$ cat src/rtl/note_player.sv
// Note playback stage: takes one note request (note, octave, duration) and
// drives the buzzer with a square wave for that long, followed by a silent gap.
module note_player #(
    parameter int TICK_CYCLES = 100000,
    parameter int GAP_MS      = 20,
    parameter int DUR_BITS    = 16,
    parameter int SIM_SHIFT   = 0
) (
    input  logic                clk,
    input  logic                rst,
    input  logic                start,
    input  logic [2:0]          note,
    input  logic [1:0]          octave,
    input  logic [DUR_BITS-1:0] dur_ms,
    input  logic                abort,
    output logic                busy,
    output logic                done,
    output logic                buzzer
);

    localparam int PRE_W = (TICK_CYCLES > 1) ? $clog2(TICK_CYCLES) : 1;
    localparam logic [PRE_W-1:0]    PRE_LAST = PRE_W'(TICK_CYCLES - 1);
    localparam logic [DUR_BITS-1:0] GAP_LAST = DUR_BITS'((GAP_MS > 0) ? GAP_MS - 1 : 0);
    localparam bit                  HAS_GAP  = (GAP_MS > 0);

    typedef enum logic [1:0] {
        IDLE = 2'd0,
        PLAY = 2'd1,
        GAP  = 2'd2
    } state_t;

    state_t              state_r;
    logic                rest_r;
    logic [DUR_BITS-1:0] dur_r;
    logic [19:0]         half_r;
    logic [PRE_W-1:0]    pre_r;
    logic [DUR_BITS-1:0] ms_r;
    logic [19:0]         tone_r;
    logic                busy_r;
    logic                done_r;
    logic                buzzer_r;

    logic tick_wrap_s;
    logic play_last_s;
    logic gap_last_s;
    logic tone_wrap_s;

    // Middle-octave half periods in clk cycles at 100 MHz.
    function automatic logic [19:0] base_half(input logic [2:0] n);
        logic [19:0] h;
        case (n)
            3'd1:    h = 20'd191110;
            3'd2:    h = 20'd170265;
            3'd3:    h = 20'd151685;
            3'd4:    h = 20'd143172;
            3'd5:    h = 20'd127551;
            3'd6:    h = 20'd113636;
            3'd7:    h = 20'd101239;
            default: h = 20'd0;
        endcase
        return h;
    endfunction

    // Octave scaling plus simulation shift; never returns 0 so half-1 stays sane.
    function automatic logic [19:0] half_period(input logic [2:0] n, input logic [1:0] oct);
        logic [19:0] b;
        logic [19:0] h;
        b = base_half(n);
        case (oct)
            2'd0:    h = b << 1;
            2'd1:    h = b;
            default: h = b >> 1;
        endcase
        h = h >> SIM_SHIFT;
        if (h == 20'd0) begin
            h = 20'd1;
        end else begin
            h = h;
        end
        return h;
    endfunction

    // Terminal-count decodes for the prescaler, ms counter and tone counter.
    always_comb begin
        tick_wrap_s = (pre_r == PRE_LAST);
        play_last_s = tick_wrap_s && (ms_r == (dur_r - DUR_BITS'(1)));
        gap_last_s  = tick_wrap_s && (ms_r == GAP_LAST);
        tone_wrap_s = (tone_r == (half_r - 20'd1));
    end

    // Playback FSM with all counters and registered outputs.
    always_ff @(posedge clk) begin
        if (rst) begin
            state_r  <= IDLE;
            rest_r   <= 1'b1;
            dur_r    <= '0;
            half_r   <= '0;
            pre_r    <= '0;
            ms_r     <= '0;
            tone_r   <= '0;
            busy_r   <= 1'b0;
            done_r   <= 1'b0;
            buzzer_r <= 1'b0;
        end else if (abort && (state_r != IDLE)) begin
            state_r  <= IDLE;
            pre_r    <= '0;
            ms_r     <= '0;
            tone_r   <= '0;
            busy_r   <= 1'b0;
            done_r   <= 1'b0;
            buzzer_r <= 1'b0;
        end else begin
            done_r <= 1'b0;
            case (state_r)
                IDLE: begin
                    buzzer_r <= 1'b0;
                    pre_r    <= '0;
                    ms_r     <= '0;
                    tone_r   <= '0;
                    if (start) begin
                        rest_r <= (note == 3'd0);
                        dur_r  <= dur_ms;
                        half_r <= half_period(note, octave);
                        if (dur_ms != '0) begin
                            state_r <= PLAY;
                            busy_r  <= 1'b1;
                        end else if (HAS_GAP) begin
                            state_r <= GAP;
                            busy_r  <= 1'b1;
                        end else begin
                            // Zero tone and zero gap: finish immediately.
                            done_r <= 1'b1;
                        end
                    end
                end

                PLAY: begin
                    if (play_last_s) begin
                        pre_r    <= '0;
                        ms_r     <= '0;
                        tone_r   <= '0;
                        buzzer_r <= 1'b0;
                        if (HAS_GAP) begin
                            state_r <= GAP;
                        end else begin
                            state_r <= IDLE;
                            busy_r  <= 1'b0;
                            done_r  <= 1'b1;
                        end
                    end else begin
                        if (tick_wrap_s) begin
                            pre_r <= '0;
                            ms_r  <= ms_r + DUR_BITS'(1);
                        end else begin
                            pre_r <= pre_r + PRE_W'(1);
                        end
                        if (rest_r) begin
                            buzzer_r <= 1'b0;
                        end else if (tone_wrap_s) begin
                            buzzer_r <= ~buzzer_r;
                            tone_r   <= '0;
                        end else begin
                            tone_r <= tone_r + 20'd1;
                        end
                    end
                end

                GAP: begin
                    buzzer_r <= 1'b0;
                    if (gap_last_s) begin
                        state_r <= IDLE;
                        pre_r   <= '0;
                        ms_r    <= '0;
                        tone_r  <= '0;
                        busy_r  <= 1'b0;
                        done_r  <= 1'b1;
                    end else if (tick_wrap_s) begin
                        pre_r <= '0;
                        ms_r  <= ms_r + DUR_BITS'(1);
                    end else begin
                        pre_r <= pre_r + PRE_W'(1);
                    end
                end

                default: begin
                    state_r  <= IDLE;
                    pre_r    <= '0;
                    ms_r     <= '0;
                    tone_r   <= '0;
                    busy_r   <= 1'b0;
                    buzzer_r <= 1'b0;
                end
            endcase
        end
    end

    assign busy   = busy_r;
    assign done   = done_r;
    assign buzzer = buzzer_r;

endmodule

$ cat config.mk
export PLATFORM = sky130hd
export DESIGN_NAME = note_player
export DESIGN_NICKNAME = d
export VERILOG_FILES = /design/src/rtl/note_player.sv
export SDC_FILE = /design/constraint.sdc
export NUM_CORES = 1
export LEC_CHECK = 0
export ABC_AREA = 0
export BUFFER_PORTS_ARGS = -buffer_cell sky130_fd_sc_hd__buf_2
export CORE_UTILIZATION = 29
export DETAILED_ROUTE_END_ITERATION = 12
export SETUP_SLACK_MARGIN = 0.4
export SLEW_MARGIN = 25
export SYNTH_ARGS = -nofsm -noshare
export SYNTH_HDL_FRONTEND = slang
export SYNTH_SLANG_ARGS = --single-unit
$ cat constraint.sdc
create_clock -name clk -period 3.4 [get_ports clk]
set_clock_uncertainty 0.1 [all_clocks]
set_input_delay 0.51 -clock clk [delete_from_list [all_inputs] [get_ports clk]]
set_output_delay 0.51 -clock clk [all_outputs]
set_load 0.02 [all_outputs]
# Yosys cells after proc, flatten, opt, wreduce, memory -nomap -nowiden

Index checks and enable logic that the tools add are counted.

Memories kept: 0
Bits in latches: 0
Logic and storage cells: 82
Output and inout bits: 3
Bits in registers: 95
Memory bits (writable): 0
Bits in read-only memories: 0

Magnitude comparators: 0
Divide/modulo/power cells: 0
$mul: 0
Mux-type cells: 29
Bitwise logic cells: 4
Reductions and logical operators: 16
$add $sub $neg: 5
Equal/unequal tests: 18
Shifts and indexed selects: 0

Operators by type and width:

| operator              | number |
|---|---|
| $mux 20               | 9 |
| $pmux 18 s7           | 1 |
| $pmux 20 s2           | 2 |
| $mux 17               | 3 |
| $mux 16               | 3 |
| $pmux 17 s2           | 1 |
| $pmux 16 s2           | 1 |
| $add 20x1->20 const B | 1 |
| $eq 20x20->1          | 1 |
| $logic_not 20->1      | 1 |
| $sub 20x1->20 const B | 1 |
| $add 17x1->17 const B | 1 |
| $eq 17x17->1 const B  | 1 |
| $add 16x1->16 const B | 1 |
| $eq 16x16->1          | 1 |
| $eq 16x5->1 const B   | 1 |
| $reduce_bool 16->1    | 1 |
| $sub 16x1->16 const B | 1 |
| $eq 3x3->1 const B    | 4 |
| $reduce_and 3->1      | 3 |
| $mux 2                | 4 |
| $eq 3x2->1 const B    | 2 |
| $ne 2x2->1 const B    | 3 |
| $pmux 2 s3            | 1 |
| other kinds (15)      | 24 |

# Depth between registers and ports, before layout

Gate-level depths: netlist of run 1.

Word-level depth: 9
Depth in mapped cells: 13

# Least setup slack after synthesis of run 1

Ideal clock, no wire load.

Path type: reg-to-reg
Start: register half_r[4]
End: register tone_r[14]
Setup time: 124 ps
Setup slack: 189 ps
Arrival: 2987 ps
Cell stages (with the launch flop): 10
Path through: dfxtp_1 -> or4_4 -> or4_4 -> or4_1 -> xor2_1 -> nand3_1 -> a2111o_1 -> buf_6 -> a31oi_1 -> o22ai_1

Word-level cells in the longest chain between the ends: 6

RTL lines:

| what                     | line | source |
|---|---|---|
| start: declaration       | 35   | `logic [19:0] half_r;` |
| start signal: assignment | 123  | `half_r <= half_period(note, octave);` |
| $sub 20x1->20            | 88   | `tone_wrap_s = (tone_r == (half_r - 20'd1));` |
| $eq 20x20->1             | 88   |  |
| $mux 20                  | 159  | `end else if (tone_wrap_s) begin` |
| $mux 20                  | 157  | `if (rest_r) begin` |
| $mux 20                  | 138  | `if (play_last_s) begin` |
| $pmux 20 s2              | 114  | `case (state_r)` |
| end signal: assignment   | 163  | `tone_r <= tone_r + 20'd1;` |
| end: declaration         | 38   | `logic [19:0] tone_r;` |

No other way between the ends. The select of a mux whose other input is x is not followed.
A chain may end at the register's enable or synchronous reset.

# Worst setup path after layout of run 1

Start: register half_r[7]
End: register tone_r[5]

The elaborated chain is that of the path after synthesis.

==> results.yml, run 1 <==
sta:
  setup_viol: 0
  worstMarginPinSlew_ns: 0.804
  rsz0062_at_grt: "yes"
  min_period_over_period: 0.961
  timing.final.max_slew_violations: 0
  post-route-min-period_ns: 3.27
  setup_ws_ns: 0.131
  clock.fmax_ghz: 0.306
  slew_headroom: 0.462
  final-hold-violation-count: 0
  fin_tns_setup_ns: 0
synth:
  synth_fp_nets: 811
  synth_xor_area_frac: 0.110
  synth_top_family_by_area: "simple AND/OR/NAND/NOR gates"
  ys.flop_type: "dfxtp_1"
  synthAdderAreaFrac: 0.0170
  yosysWarnings: 0
  syn-instance-count: 778
  seq_area_frac_synth: 0.320
  synth_mux_area_frac: 0.00851
  synth-compound-area-share: 0.175
  synth-seq-cells: 94
  ys_types: 64
  async_flop_share: 0
  syn_avg_cell_area_um2: 7.56
  yosys.area_share.simple: 0.316
  synth-edff-count: 0
  syn_area_um2: 5880
setup_path:
  timing.rr.end: "tone_r[5]"
  critPathKind: "reg -> reg"
  slowest_stage: "or4_4"
  critPathLaunch: "half_r[7]"
  cp.arrival_ns: 3.41
  ff2ff_path_depth: 10
  crit_buf_inv: 2
  crit_top_cell: "or4_4"
  r2r-start: "half_r[7]"
  ff2ff_setup_slack_ns: 0.13
  max_stage_delay_ns: 0.56
  cp_top_family: "simple AND/OR/NAND/NOR gates"
  crit_chain: "or4_4 -> or4_4 -> or4_4 -> xor2_1 -> nand3_1 -> a2111o_1 -> buf_6 -> buf_12 -> a31oi_2 -> o22ai_1"
  critPathMaxFanout: 10
  critPathLaunchType: "flip-flop"
  worst_ep_required_time_ns: 3.54
  end_kind: "flip-flop"
power:
  power_frac_clock: 0.281
  p_int_mw: 2.25
  pwr_density_cell_nw_per_um2: 508
  p_sw_frac: 0.356
  p_leak_nw: 2.42
  power_frac_comb: 0.351
  p_switching_mw: 1.24
  seqPwrFrac: 0.368
  ir_drop_mv: 0.310
grt:
  grt_max_degree: 39
  grt_overflow: 0
  grt_pass1_vias: 4962
  antenna_found_initial: 0
  grtUsageTotal: 0.154
  grt_pass1_wl_um: 25400
clock_tree:
  clk_pin_slew_ns: 0.07
  cts-root-buf: "clkbuf_16"
  cts_max_level: 3
  cts_tree: "built"
  cts.path.max_buffers: 2
  clk_latency_ns: 0.36
  cts.sinks: 94
  numCtsBuffers: 9
die:
  fp.dieH_um: 144
  rows: 51
  initial_core_util: 0.299
  core_um2: 19700
  die_w_um: 144
  ios: 28
  dieArea_um2: 20900
detailed_routing:
  viasPerCell: 5.15
  ant_nets: 0
  wl_per_cell_um: 14.2
  remaining_drc_errors: 0
  vias: 5505
  wirelength_um: 15200
  first_pass_iters: 4
  drt-initial-drc-count: 424
final_layout:
  fin_area_um2: 6870
  final_common_cell: "nand2_1"
  finalNonFillerCells: 1068
  final_util: 0.349
  fillers: 2134
  antenna_cells: 0
  nNetsFinal: 831
  area_growth_pct: 16.7
  drive_gt1_frac: 0.136
  mostFrequentLayoutCells: "nand2_1 (100), dfxtp_1 (91), nor2_1 (81)"
placement:
  post-dp-hpwl_um: 10300
  port_buffers: 27
  dp.cells: 1044
  gp_congestion: 0.818
  dpl_worst_slack_ns: 0.0694
  place_area_um2: 6360
hold_path:
  holdPathEnd: "dur_r[15]"
  worstHoldPathType: "in -> reg"
  min_path_cells: 3
  worstHoldStart: "dur_ms[15]"
job:
  maxCapViolCount: 0
outcome:
  status: "finished, final reports clean"
## layout make-up
cell class	instances	area, µm²	area share
Sequential cell	94	1890	0.275
Multi-Input combinational cell	606	3800	0.554
Clock inverter	6	46.3	0.00674
Timing Repair Buffer	61	462	0.0672
Tap cell	265	332	0.0483
Clock buffer	10	239	0.0348
Inverter	26	97.6	0.0142
## flip-flops by register name, indices dropped and copies added, names as in the netlist
register and count:
busy 1, buzzer 1, done 1, dur_r 16
half_r 19, ms_r 16, pre_r 17, rest_r 1
state_r 2, tone_r 20
## timing repair
item                       in CTS  in global routing
pin swaps                      19                 24
hold buffers                    0                  0
setup endpoints to repair      21                 39
gates resized for setup        12                 12
setup buffers                   4                  0
hold endpoints to repair        0                  0
cloned                          4                  0
## how the worst max path moves through the flow
stage | to | slack, ns | depth (start not counted)
after floorplan | tone_r[14] | 0.20 | 9
after global placement | tone_r[4] | 0.11 | 9
after detailed placement | tone_r[18] | 0.07 | 9
after CTS | tone_r[8] | 0.14 | 11
after global routing | tone_r[5] | 0.04 | 10
final | tone_r[5] | 0.13 | 10
## cell usage after synthesis (3+ instances only)
| cell | number | area share |
|---|---|---|
| xnor2_1 | 31 | 0.046 |
| and3_1 | 19 | 0.020 |
| nor2_1 | 82 | 0.052 |
| nand4_1 | 16 | 0.017 |
| or2_2 | 4 | 0.0043 |
| clkbuf_1 | 49 | 0.031 |
| nand2_1 | 100 | 0.064 |
| xor2_1 | 43 | 0.064 |
| nor4b_1 | 5 | 0.0074 |
| a211o_1 | 3 | 0.0045 |
| o221ai_1 | 4 | 0.0060 |
| o211ai_1 | 12 | 0.015 |
| or4_1 | 6 | 0.0077 |
| a2111oi_0 | 4 | 0.0060 |
| a21o_1 | 5 | 0.0064 |
| ha_1 | 8 | 0.017 |
| nand2b_1 | 13 | 0.014 |
| or3_1 | 5 | 0.0053 |
| nor2b_1 | 3 | 0.0032 |
| nand4b_1 | 7 | 0.010 |
| a311oi_1 | 5 | 0.0074 |
| o31ai_1 | 3 | 0.0038 |
| and4_1 | 6 | 0.0089 |
| nor3_1 | 26 | 0.022 |
| nor4_1 | 17 | 0.018 |
| dfxtp_1 | 94 | 0.32 |
| a221oi_1 | 7 | 0.010 |
| nor3b_1 | 5 | 0.0064 |
| nand3_1 | 29 | 0.025 |
| inv_1 | 25 | 0.016 |
| a21oi_1 | 39 | 0.033 |
| o22ai_1 | 10 | 0.011 |
| mux2i_1 | 5 | 0.0085 |
| a31oi_1 | 11 | 0.012 |
| nand3b_1 | 3 | 0.0038 |
| o2111ai_1 | 4 | 0.0060 |
| and2_1 | 5 | 0.0053 |
| a211oi_1 | 8 | 0.010 |
| o21ai_0 | 24 | 0.020 |
## logic make-up after synthesis
kind of cell    Yosys count
compound gates          155
mux                       5
buf+inv                  80
flops                    94
xor+xnor                 74
fa+ha+maj                 8
simple gates            362
## stage by stage
| stage | power [mW] | hold slack (ns) |
|---|---|---|
| after floorplan | 2.13 | 0.330 |
| after global placement | 2.45 | 0.344 |
| after detailed placement | 2.46 | 0.354 |
| after CTS | 3.49 | 0.288 |
| after global routing | 3.71 | 0.295 |
| final | 3.49 | 0.298 |
## worst min-delay path, delay by kind of cell
family / cells / cell delay [ns]
simple gates: 1 / 0.05
buf+inv: 1 / 0.10
compound gates: 1 / 0.05
## metal layers
layer / routed length (µm) / global-route usage / vias to the layer above
met3: 476 / 0.0195 / 17
met5: 0 / 0 / -
met2: 6580 / 0.228 / 84
met4: 308 / 0.0698 / 0
li1: - / - / 2835
met1: 7810 / 0.221 / 2569
## power by group through the flow
stage,clock [mW],sequential [mW],combinational [mW]
finish,0.982,1.28,1.23
global route,1.05,1.30,1.36
CTS,1.01,1.28,1.20
detailed placement,0,1.30,1.16
global placement,0,1.30,1.15
floorplan,0,1.29,0.840
Note: power is estimated with default switching activity, not from simulation.
==> run 2, diff against run 1 <==
Settings changed: CTS_CLUSTER_SIZE set to 20, SETUP_SLACK_MARGIN 0.4 to not set.
==> run 2 against run 1 <==
  * Worst hold slack better by 0.015 ns
  * Combinational power is 7% lower
  * Cell count is 0.94% lower
  * Clock power is 13% higher
  * Core utilization is 0.82 points lower
  * Largest cell class unchanged
  * Worst setup slack better by 0.036 ns
  * Sequential power hardly changed
  * Global-route usage is 0.84 points lower
  * Sequential share of layout area is 0.62 points higher
  * Power is 1.2% higher
  * Register-to-register slack better by 0.04 ns
  * Fmax is 1.1% higher
==> results.yml, run 2 (synthesis results as in run 1) <==
outcome:
  status: "finished, final reports clean"
placement:
  port_buffers: 27
  gp_congestion: 0.803
  dpl_worst_slack_ns: 0.0751
  post-dp-hpwl_um: 10400
detailed_routing:
  route.met3.wl_um: 531
  vias: 5420
  viasPerCell: 5.12
  drt-initial-drc-count: 352
  wirelength_um: 14500
  wl_met2_um: 6100
  ant_nets: 0
  wl_per_cell_um: 13.7
  first_pass_iters: 4
  top_layer: "met4"
  m1WireLength_um: 7710
  remaining_drc_errors: 0
sta:
  timing.final.max_slew_violations: 0
  min_period_over_period: 0.951
  rsz0062_at_grt: "yes"
  slew_headroom: 0.458
  final-hold-violation-count: 0
  setup_ws_ns: 0.167
  setup_viol: 0
  worstMarginPinSlew_ns: 0.811
  post-route-min-period_ns: 3.23
  clock.fmax_ghz: 0.309
job:
  maxCapViolCount: 0
clock_tree:
  cts-root-buf: "clkbuf_16"
  clk_pin_slew_ns: 0.07
  cts_tree: "built"
  clk_latency_ns: 0.34
  cts.path.max_buffers: 2
  cts_max_level: 3
  ctsHoldBuffers: 0
  numCtsBuffers: 9
  cts.sinks: 94
final_layout:
  fillers: 2105
  reg.largest.list: "tone_r: 20 flops, half_r: 19 flops, pre_r: 17 flops"
  largest_reg_flops: 20
  final_common_cell: "nand2_1"
  area_growth_pct: 13.9
  multi_input_area_um2: 3710
  mostFrequentLayoutCells: "nand2_1 (100), dfxtp_1 (93), nor2_1 (82)"
  regMostFlops: "tone_r"
  antenna_cells: 0
  register_area_um2: 1880
  drive_gt1_frac: 0.110
  nNetsFinal: 821
setup_path:
  critPathMaxFanout: 8
  cp.arrival_ns: 3.35
  max_stage_delay_ns: 0.54
  critPathLaunchType: "flip-flop"
  worst_ep_required_time_ns: 3.52
  critPathKind: "reg -> reg"
  crit_chain: "or4_1 -> or4_4 -> or4_4 -> a211oi_2 -> o22ai_1 -> a2111o_1 -> buf_6 -> a31oi_1 -> o22ai_1"
  end_kind: "flip-flop"
  slowest_stage: "or4_4"
hold_path:
  worstHoldPathType: "in -> reg"
power:
  power_mw: 3.53
  pwr_density_cell_nw_per_um2: 527
  p_switching_mw: 1.18
  p_int_mw: 2.35
  p_sw_frac: 0.335
  power_frac_comb: 0.323
  p_leak_nw: 2.35
  seqPwrFrac: 0.364
  ir_drop_mv: 0.299
  power_frac_clock: 0.313
grt:
  grt_overflow: 0
  grt_pass1_vias: 4824
  grt_max_degree: 39
  grtUsageTotal: 0.146
  grt_pass1_wl_um: 24400
  antenna_found_initial: 0
die:
  core_um2: 19700
  rows: 51
  fp.dieH_um: 144
  dieArea_um2: 20900
  initial_core_util: 0.299
  ios: 28
  die_w_um: 144
==> run 2: cell count changes in the layout (fill, tap and decap cells not counted), sizes merged <==
cell | before | now
buf | 61 | 53
clkinv | 4 | 1
bufinv | 0 | 2
nand4b | 10 | 8
inv | 26 | 27
==> run 2: critical path: cells and delay by family, from the launching register on <==
kind | cells | cell delay [ns]
and+or+nand+nor | 3 | 1.48
AOI/OAI and AO/OA | 5 | 1.03
DFF | 1 | 0.30
buffers and inverters | 1 | 0.19
==> run 2: stage by stage <==
step                      hold slack, ns  utilization  TNS, ns  cell area [µm²]  std cells
after floorplan                    0.330            -        0             5880        778
final                              0.313        0.341        0             6710       1058
after detailed placement           0.359        0.322        0             6330       1041
after global routing               0.321        0.341  -0.0129             6710       1058
after CTS                          0.300        0.339        0             6660       1057
after global placement             0.346        0.322        0             6330       1041
==> run 2: final timing paths <==
kind         cells after the start  slack, ns        end  startpoint
max                              9       0.17  tone_r[4]  half_r[11]
min                              3       0.31  dur_r[15]  dur_ms[15]
max reg2reg                      9       0.17  tone_r[4]  half_r[11]
min reg2reg                      1       0.37   pre_r[0]    pre_r[0]
==> run 2: layer usage <==
metal | GRT usage | vias up
met2 | 0.216 | 78
li1 | - | 2814
met1 | 0.215 | 2520
met5 | 0 | -
met3 | 0.0225 | 8
met4 | 0.0399 | 0
==> run 2: power by group through the flow <==
stage	Sequential [mW]	Clock (mW)	Combinational (mW)
after floorplan	1.29	0	0.838
after global placement	1.31	0	1.12
after detailed placement	1.31	0	1.13
after CTS	1.28	1.14	1.13
after global routing	1.30	1.18	1.27
final	1.29	1.11	1.14
==> run 2: cell type report <==
type                            instances  area share
Sequential cell                        94       0.281
Inverter                               26      0.0146
Timing Repair Buffer                   53      0.0519
Tap cell                              265      0.0494
Multi-Input combinational cell        604       0.554
Clock buffer                           10      0.0356
Clock inverter                          6      0.0138
==> run 2: what timing repair did <==
| item | CTS | global route |
|---|---|---|
| gates resized for setup | 0 | 9 |
| setup endpoints to repair | 0 | 5 |
| setup buffers | 0 | 0 |
